`src/rtl/fetch_buffer.sv`:
```
// -----------------------------------------------------------------------------
// fetch_buffer
//   Circular instruction buffer that sits between fetch and decode. Fetch
//   writes one or two instructions per cycle and decode reads one or two.
//   There is no bypass path, so a pushed instruction reaches the outputs one
//   cycle after it is written.
//
// Parameters
//   DEPTH           entry count (power of two, >= 4)
//
// Optional feature (macro FETCH_BUF_PC_EN)
//   When this macro is defined, each entry also holds the PC of its
//   instruction. This adds the ports if_pc, pc0_o and pc1_o.
//
// Ports
//   clk             clock; all state updates on its rising edge
//   rst             synchronous active-high reset
//   flush           discards buffered and same-cycle incoming instructions
//   if_valid        fetch offers a group
//   if_ready        at least two free entries (current count only)
//   if_inst0/1      group instructions in program order
//   if_inst1_en     if_inst1 is part of the group
//   if_pc           PC of if_inst0; if_inst1 is at if_pc+4 (PC build only)
//   fifo_valid      at least one entry buffered
//   fifo_ready      decode consumes the head group
//   inst0_o/inst1_o entries at rptr and rptr+1
//   pc0_o/pc1_o     PCs of those entries (PC build only)
//   inst1_valid     inst1_o holds a real instruction
//   fetch_buf_empty buffer holds zero entries
// -----------------------------------------------------------------------------
module fetch_buffer #(
   parameter int DEPTH = 8
) (
   input  logic        clk,
   input  logic        rst,
   input  logic        flush,
   input  logic        if_valid,
   output logic        if_ready,
   input  logic [31:0] if_inst0,
   input  logic [31:0] if_inst1,
   input  logic        if_inst1_en,
`ifdef FETCH_BUF_PC_EN
   input  logic [31:0] if_pc,
   output logic [31:0] pc0_o,
   output logic [31:0] pc1_o,
`endif
   output logic        fifo_valid,
   input  logic        fifo_ready,
   output logic [31:0] inst0_o,
   output logic [31:0] inst1_o,
   output logic        inst1_valid,
   output logic        fetch_buf_empty
);

   localparam int AW = $clog2(DEPTH);
   localparam int CW = AW + 1;   // count spans 0..DEPTH inclusive

   localparam logic [CW-1:0] C_ONE   = {{(CW-1){1'b0}}, 1'b1};
   localparam logic [CW-1:0] C_TWO   = {{(CW-2){1'b0}}, 2'd2};
   localparam logic [CW-1:0] C_LIMIT = CW'(DEPTH - 2);
   localparam logic [AW-1:0] P_ONE   = {{(AW-1){1'b0}}, 1'b1};
   localparam logic [AW-1:0] P_TWO   = {{(AW-2){1'b0}}, 2'd2};

   logic [31:0]   r_mem [DEPTH];
`ifdef FETCH_BUF_PC_EN
   logic [31:0]   r_pc  [DEPTH];
`endif
   logic [AW-1:0] r_wptr;
   logic [AW-1:0] r_rptr;
   logic [CW-1:0] r_count;

   logic          w_push;
   logic          w_pop;
   logic          w_pop_two;
   logic [AW-1:0] w_wptr1;
   logic [AW-1:0] w_rptr1;
   logic [CW-1:0] w_push_n;
   logic [CW-1:0] w_pop_n;

   // ---------------------------------------------------------------------------
   // Status outputs. if_ready is based only on the current count; a pop in
   // the same cycle does not free space early.
   // ---------------------------------------------------------------------------
   assign if_ready        = (r_count <= C_LIMIT);
   assign fifo_valid      = (r_count != '0);
   assign inst1_valid     = (r_count >= C_TWO);
   assign fetch_buf_empty = (r_count == '0);

   // Flush blocks both handshakes, so a flush cycle has no side effects
   // other than clearing the buffer.
   assign w_push    = if_valid & if_ready & ~flush;
   assign w_pop     = fifo_valid & fifo_ready & ~flush;
   assign w_pop_two = inst1_valid;

   // The buffer size is a power of two, so pointer wrap is natural
   // overflow of the AW-bit adds.
   assign w_wptr1 = r_wptr + P_ONE;
   assign w_rptr1 = r_rptr + P_ONE;

   assign w_push_n = !w_push    ? '0 : (if_inst1_en ? C_TWO : C_ONE);
   assign w_pop_n  = !w_pop     ? '0 : (w_pop_two   ? C_TWO : C_ONE);

   // Reads are combinational from storage; a slot written this cycle is
   // only reachable through r_count next cycle, which gives a one-cycle
   // latency with no bypass.
   assign inst0_o = r_mem[r_rptr];
   assign inst1_o = r_mem[w_rptr1];
`ifdef FETCH_BUF_PC_EN
   assign pc0_o   = r_pc[r_rptr];
   assign pc1_o   = r_pc[w_rptr1];
`endif

   // ---------------------------------------------------------------------------
   // Pointers and count
   // ---------------------------------------------------------------------------
   always_ff @(posedge clk) begin
      if (rst || flush) begin
         r_wptr  <= '0;
         r_rptr  <= '0;
         r_count <= '0;
      end else begin
         if (w_push)
            r_wptr <= if_inst1_en ? (r_wptr + P_TWO) : w_wptr1;
         if (w_pop)
            r_rptr <= w_pop_two ? (r_rptr + P_TWO) : w_rptr1;
         r_count <= r_count + w_push_n - w_pop_n;
      end
   end

   // ---------------------------------------------------------------------------
   // Entry storage. It is not reset: the contents do not matter while
   // count is zero. A write is gated by rst so that a reset cycle leaves
   // the storage untouched.
   // ---------------------------------------------------------------------------
   always_ff @(posedge clk) begin
      if (!rst && w_push) begin
         r_mem[r_wptr] <= if_inst0;
         if (if_inst1_en)
            r_mem[w_wptr1] <= if_inst1;
      end
   end

`ifdef FETCH_BUF_PC_EN
   always_ff @(posedge clk) begin
      if (!rst && w_push) begin
         r_pc[r_wptr] <= if_pc;
         if (if_inst1_en)
            r_pc[w_wptr1] <= if_pc + 32'd4;
      end
   end
`endif

endmodule

```
`config.mk`:
```
export PLATFORM = sky130hd
export DESIGN_NAME = fetch_buffer
export DESIGN_NICKNAME = d
export VERILOG_FILES = /design/src/rtl/fetch_buffer.sv
export SDC_FILE = /design/constraint.sdc
export NUM_CORES = 1
export LEC_CHECK = 0
export CORE_MARGIN = 2
export CORE_UTILIZATION = 30
export CTS_CLUSTER_DIAMETER = 150
export DETAILED_ROUTE_END_ITERATION = 8
export GPL_ROUTABILITY_DRIVEN = 0
export HOLD_SLACK_MARGIN = 0.08
export PLACE_DENSITY = 0.5
export SETUP_SLACK_MARGIN = 0.15
export SLEW_MARGIN = 20
export SYNTH_ARGS = -nofsm -noshare
export SYNTH_HDL_FRONTEND = slang
export SYNTH_SLANG_ARGS = --single-unit
```
`constraint.sdc`:
```
create_clock -name clk -period 4.6 [get_ports clk]
set_input_delay 0.46 -clock clk [delete_from_list [all_inputs] [get_ports clk]]
set_output_delay 0.46 -clock clk [all_outputs]
set_load 0.05 [all_outputs]
```
Word-level counts from Yosys, hierarchy flattened
Memory sizes are Yosys's and may differ from the RTL's. A register that Yosys moved wholly into a read port is not among the register bits. Cells that the tools add are included. W data, S select, Z words.

Add/subtract/negate cells: 6. Order comparisons: 2. Muxes and demuxes: 13. Bitwise logic cells: 5. Reductions and logical operators: 5.

Operators with widths (count): $mux W3 (4); $mux W2 (4); $add A3 B1 Y3 const B (2); $add A3 B2 Y3 const B (2); $mux W1 (5); $add A4 B2 Y4 (1); $and A1 B1 Y1 (4); $ge A4 B2 Y1 const B (1); $le A4 B3 Y1 const B (1); $logic_not A4 Y1 (1); $reduce_bool A4 Y1 (1); $sub A4 B2 Y4 (1); $logic_and A1 B1 Y1 (1); $logic_not A1 Y1 (1); $logic_or A1 B1 Y1 (1); $not A1 Y1 (1).

Register bits after elaboration: 10. Bits in writable memories: 256. Word-level logic and storage cells: 35. Memories kept: 1.

Memories: r_mem (depth 8, width 32, rd ports 2, clocked after memory_dff 1, write ports 2, RTL line 64) `logic [31:0] r_mem [DEPTH];`.

Depth between registers and ports, before layout
Depth in word-level cells: 6. Mapped depth: 13. Gate-level depth less buffers: 12.

Worst setup path before layout
Ideal clock, no wire load.

Path kind: register to register. From: register r_wptr[0]. To: memory r_mem[4][0] (enable). Library setup time: 0.461 ns. Arrival: 3.528 ns. Data required time: 4.139 ns. Slack: 0.611 ns. Cell stages (with the launch flop): 6. Clock period less this slack: 3.989 ns. Path through: dfxtp_1 ha_1 nand2b_1 nor2_1 mux2i_1 nor3_1.

RTL lines: start, declared (RTL line 68) `logic [AW-1:0] r_wptr;`; start signal, assigned (RTL line 123) `r_wptr <= if_inst1_en ? (r_wptr + P_TWO) : w_wptr1;`; end, declared (RTL line 64).

Worst setup path after layout
From: register r_rptr[1]. To: output inst1_o[7].

Word-level cells in the longest chain between the ends: 2.

RTL lines: start, declared (RTL line 69) `logic [AW-1:0] r_rptr;`; start signal, assigned (RTL line 125) `r_rptr <= w_pop_two ? (r_rptr + P_TWO) : w_rptr1;`; $add A3 B1 Y3 (RTL line 98) `assign w_rptr1 = r_rptr + P_ONE;`; $mem_v2 Z8 W32; end, declared (RTL line 50) `output logic [31:0] inst1_o,`.

Every way passes these cells.

==> key figures <==
Run status
  – Status: finished, final reports clean

Setup path
  – Crit-path max cell delay: 0.72 ns
  – CP Class: flip-flop to output port
  – Kind of cell adding the most delay to the critical path: buffers and inverters
  – Cells along the critical path: ha_4 > buf_4 > mux4_2 > mux2_2 > clkdlybuf4s50_1
  – Worst r2r dst: r_mem[0][19]$_DFFE_PP_
  – R2R setup slack: 1.19 ns
  – Crit Path Max Fanout: 30
  – Crit path depth: 5
  – CP max-delay cell: clkdlybuf4s50_1
  – Critical path launch point type: flip-flop
  – Critical Path Sink Type: output port
  – Worst reg2reg path depth: 6
  – Reg-to-Reg Start: r_wptr[0]$_SDFFE_PP0P_
  – CP Data Arrival Time: 3.43 ns
  – Buf+Inv Stages, Crit Path: 2
  – Critical Path RT: 4.14 ns

Synthesis
  – Number of flops mapped to enable cells by yosys: 256
  – Syn nets: 979
  – Flops & latches, synth: 269
  – Synth async-reset ratio: 0
  – Avg Inst Size Synth: 18.3 µm²
  – Synth area leaders: edfxtp_1 47%, mux4_2 18%, mux2_4 17%, mux2_2 9.6%, dfxtp_1 1.6%
  – Cell count after synthesis: 895
  – Most common cell in the netlist: edfxtp_1
  – Synthesized cell area: 0.0163 mm²
  – Post-synth top area share: 0.470
  – Main synth FF type: edfxtp_1
  – Post-synth top area cell: edfxtp_1
  – Post-synth cell types: 38
  – Top cells by count, synth: 256 x edfxtp_1, 180 x mux2_4, 140 x mux2_2
  – Synth Warn #: 0
  – Sequential area share after synthesis: 0.486

Global route
  – First-pass GRT wire length: 70.2 mm
  – Initial antenna violation count: 4
  – GRT overflow: 0
  – All-layer global routing usage: 0.174
  – Largest net degree at the start of global routing: 66
  – Vias in the first global route: 9866

Routing
  – Routed wire length per instance: 27.6 µm
  – Routed Antenna Nets: 0
  – Routed vias/inst: 5.20
  – DR pass1 iterations: 4
  – DRC: 0
  – Final WL: 48.7 mm
  – Vias: 9173
  – Initial DRC Count: 631

Pwr
  – Worst vdd ir: 0.243 mV
  – Final Power: 0.00608 W
  – PwrDens: 309 mW/mm²
  – Clock power frac: 0.419
  – Flop pwr share: 0.449
  – Sw frac: 0.242
  – LEAKAGE: 6.91 nW
  – Pint: 0.00460 W
  – Sw Pwr: 0.00147 W
  – Gate power share: 0.131

Clock network
  – Max H-tree Level: 2
  – CTS Buf Count: 34
  – Clock transition at the registers of the reported paths: 0.06 ns
  – Postcts setup bufs: 0
  – Worst skew pair latency: 0.53 ns
  – Longest Clk Path Bufs: 3
  – CTS hold repair buffers: 0
  – Clock Sinks: 269
  – Clock root buffer: clkbuf_16
  – CTS tree: yes
  – Resize count post-CTS: 0

STA
  – Final setup fails: 0
  – Max_slew headroom: 0.347
  – Setup TNS: 0 ns
  – Slew Viols, Final: 0
  – Slew @ Worst Pin: 0.979 ns
  – Min Tclk post-route: 3.89 ns
  – Setup Skew: 0.0127 ns
  – Fin crit share: 0.847
  – FMAX: 0.257 GHz
  – Fin. Hold Viols: 0
  – RSZ-0062 raised after global routing: false

Final layout
  – Filler cells: 5039
  – Layout cells sized above 1: 0.521
  – Final net count: 1128
  – Fin cells: 1763
  – Area growth from synthesis to layout: 20.2%
  – Fin util: 0.365

Floorplan
  – Die height: 237 µm
  – I/O pin count: 138
  – Initial core utilization: 0.304
  – Num rows: 85
  – Core area: 0.0538 mm²
  – Die area: 0.0564 mm²
  – Die X: 237 µm

Worst hold path
  – Min-delay src: r_wptr[1]$_SDFFE_PP0N_
  – Hold depth: 2
  – Hold crit path type: flip-flop to flip-flop
  – Hold endpoint: r_wptr[1]$_SDFFE_PP0N_

Placement
  – Port Buffers: 137
  – # placed instances: 1704
  – Post-DP HPWL: 29.2 mm

Flow run
  – Max-cap violations: 0
-- per-stage QoR --
stage / instance area [µm²] / hold WS (ns) / setup WS, ns
global placement: 18600 / 0.591 / 1.14
floorplan: 16300 / 0.505 / 0.611
detailed placement: 18600 / 0.581 / 1.07
global route: 19600 / 0.647 / 0.596
CTS: 19600 / 0.590 / 0.633
finish: 19600 / 0.590 / 0.705
-- worst max path at each step --
stage | from | to | slack (ns)
after floorplan | r_wptr[0]$_SDFFE_PP0P_ | r_mem[4][0]$_DFFE_PP_ | 0.61
after global placement | flush | r_mem[0][10]$_DFFE_PP_ | 1.14
after detailed placement | flush | r_mem[0][18]$_DFFE_PP_ | 1.07
after CTS | r_rptr[1]$_SDFFE_PP0N_ | inst1_o[1] | 0.63
after global routing | r_rptr[1]$_SDFFE_PP0N_ | inst1_o[1] | 0.60
final | r_rptr[1]$_SDFFE_PP0N_ | inst1_o[7] | 0.71
-- placed cells by master (no fill, tap or decap), types with 3 or more instances in the layout --
| cell type | count |
|---|---|
| mux2i_1 | 4 |
| nand3_4 | 6 |
| mux2_2 | 140 |
| clkbuf_1 | 10 |
| dfxtp_1 | 9 |
| mux2_4 | 180 |
| nor3_2 | 8 |
| nand2b_1 | 3 |
| a21oi_1 | 9 |
| edfxtp_1 | 256 |
| inv_1 | 13 |
| and2_1 | 3 |
| o21ai_0 | 5 |
| nand2_1 | 7 |
| nor3_1 | 4 |
| nor2_1 | 12 |
| ha_1 | 11 |
| clkbuf_16 | 37 |
| clkdlybuf4s50_1 | 137 |
| xnor2_1 | 4 |
| mux4_2 | 128 |
| buf_4 | 39 |
| clkinv_1 | 7 |
-- power by group through the flow --
stage                     combinational (W)  clock, W  sequential (W)
after floorplan                    0.000512         0         0.00278
after global placement             0.000797         0         0.00278
final                              0.000797   0.00255         0.00273
after CTS                          0.000806   0.00261         0.00273
after global routing               0.000849   0.00270         0.00273
after detailed placement           0.000802         0         0.00278
-- registers in the layout (all words and copies together) (netlist names), named ones only --
signal,flops
r_mem,256
r_rptr,3
r_count,4
r_wptr,3
-- final cells by class --
type	count	area, µm²	area share
Clock inverter	11	77.6	0.00395
Clock buffer	47	963	0.0491
Sequential cell	269	7960	0.405
Tap cell	696	871	0.0443
Antenna cell	1	2.50	0.000127
Multi-Input combinational cell	548	8020	0.408
Timing Repair Buffer	178	1700	0.0868
Inverter	13	48.8	0.00248
-- routing by layer --
layer,global-route usage,wire length (µm),part of all wire,up-vias
li1,-,-,-,4000
met1,0.232,21700,0.44,4870
met2,0.296,24100,0.50,241
met3,0.0293,2050,0.042,54
met4,0.0385,821,0.017,8
met5,0,56,0.0012,-
-- worst min-delay path, delay by kind of cell (launching register included) --
family | cells | cell delay (ns)
buf+inv | 1 | 0.12
compound gates | 1 | 0.07
flops | 1 | 0.35
-- cell families (layout without fill, tap and decap cells) --
family	after synthesis	after routing	share of synthesized area
XOR/XNOR	6	6	0.00322
adder cells (fa/ha/maj)	14	14	0.0116
flip-flops	269	269	0.486
multiplexers	452	452	0.441
other	0	1	0
buffers and inverters	78	249	0.0281
AND/OR/NAND/NOR	52	52	0.0202
AO/OA/AOI/OAI	24	24	0.00972
No activity file was read; power rests on OpenSTA's default activity.
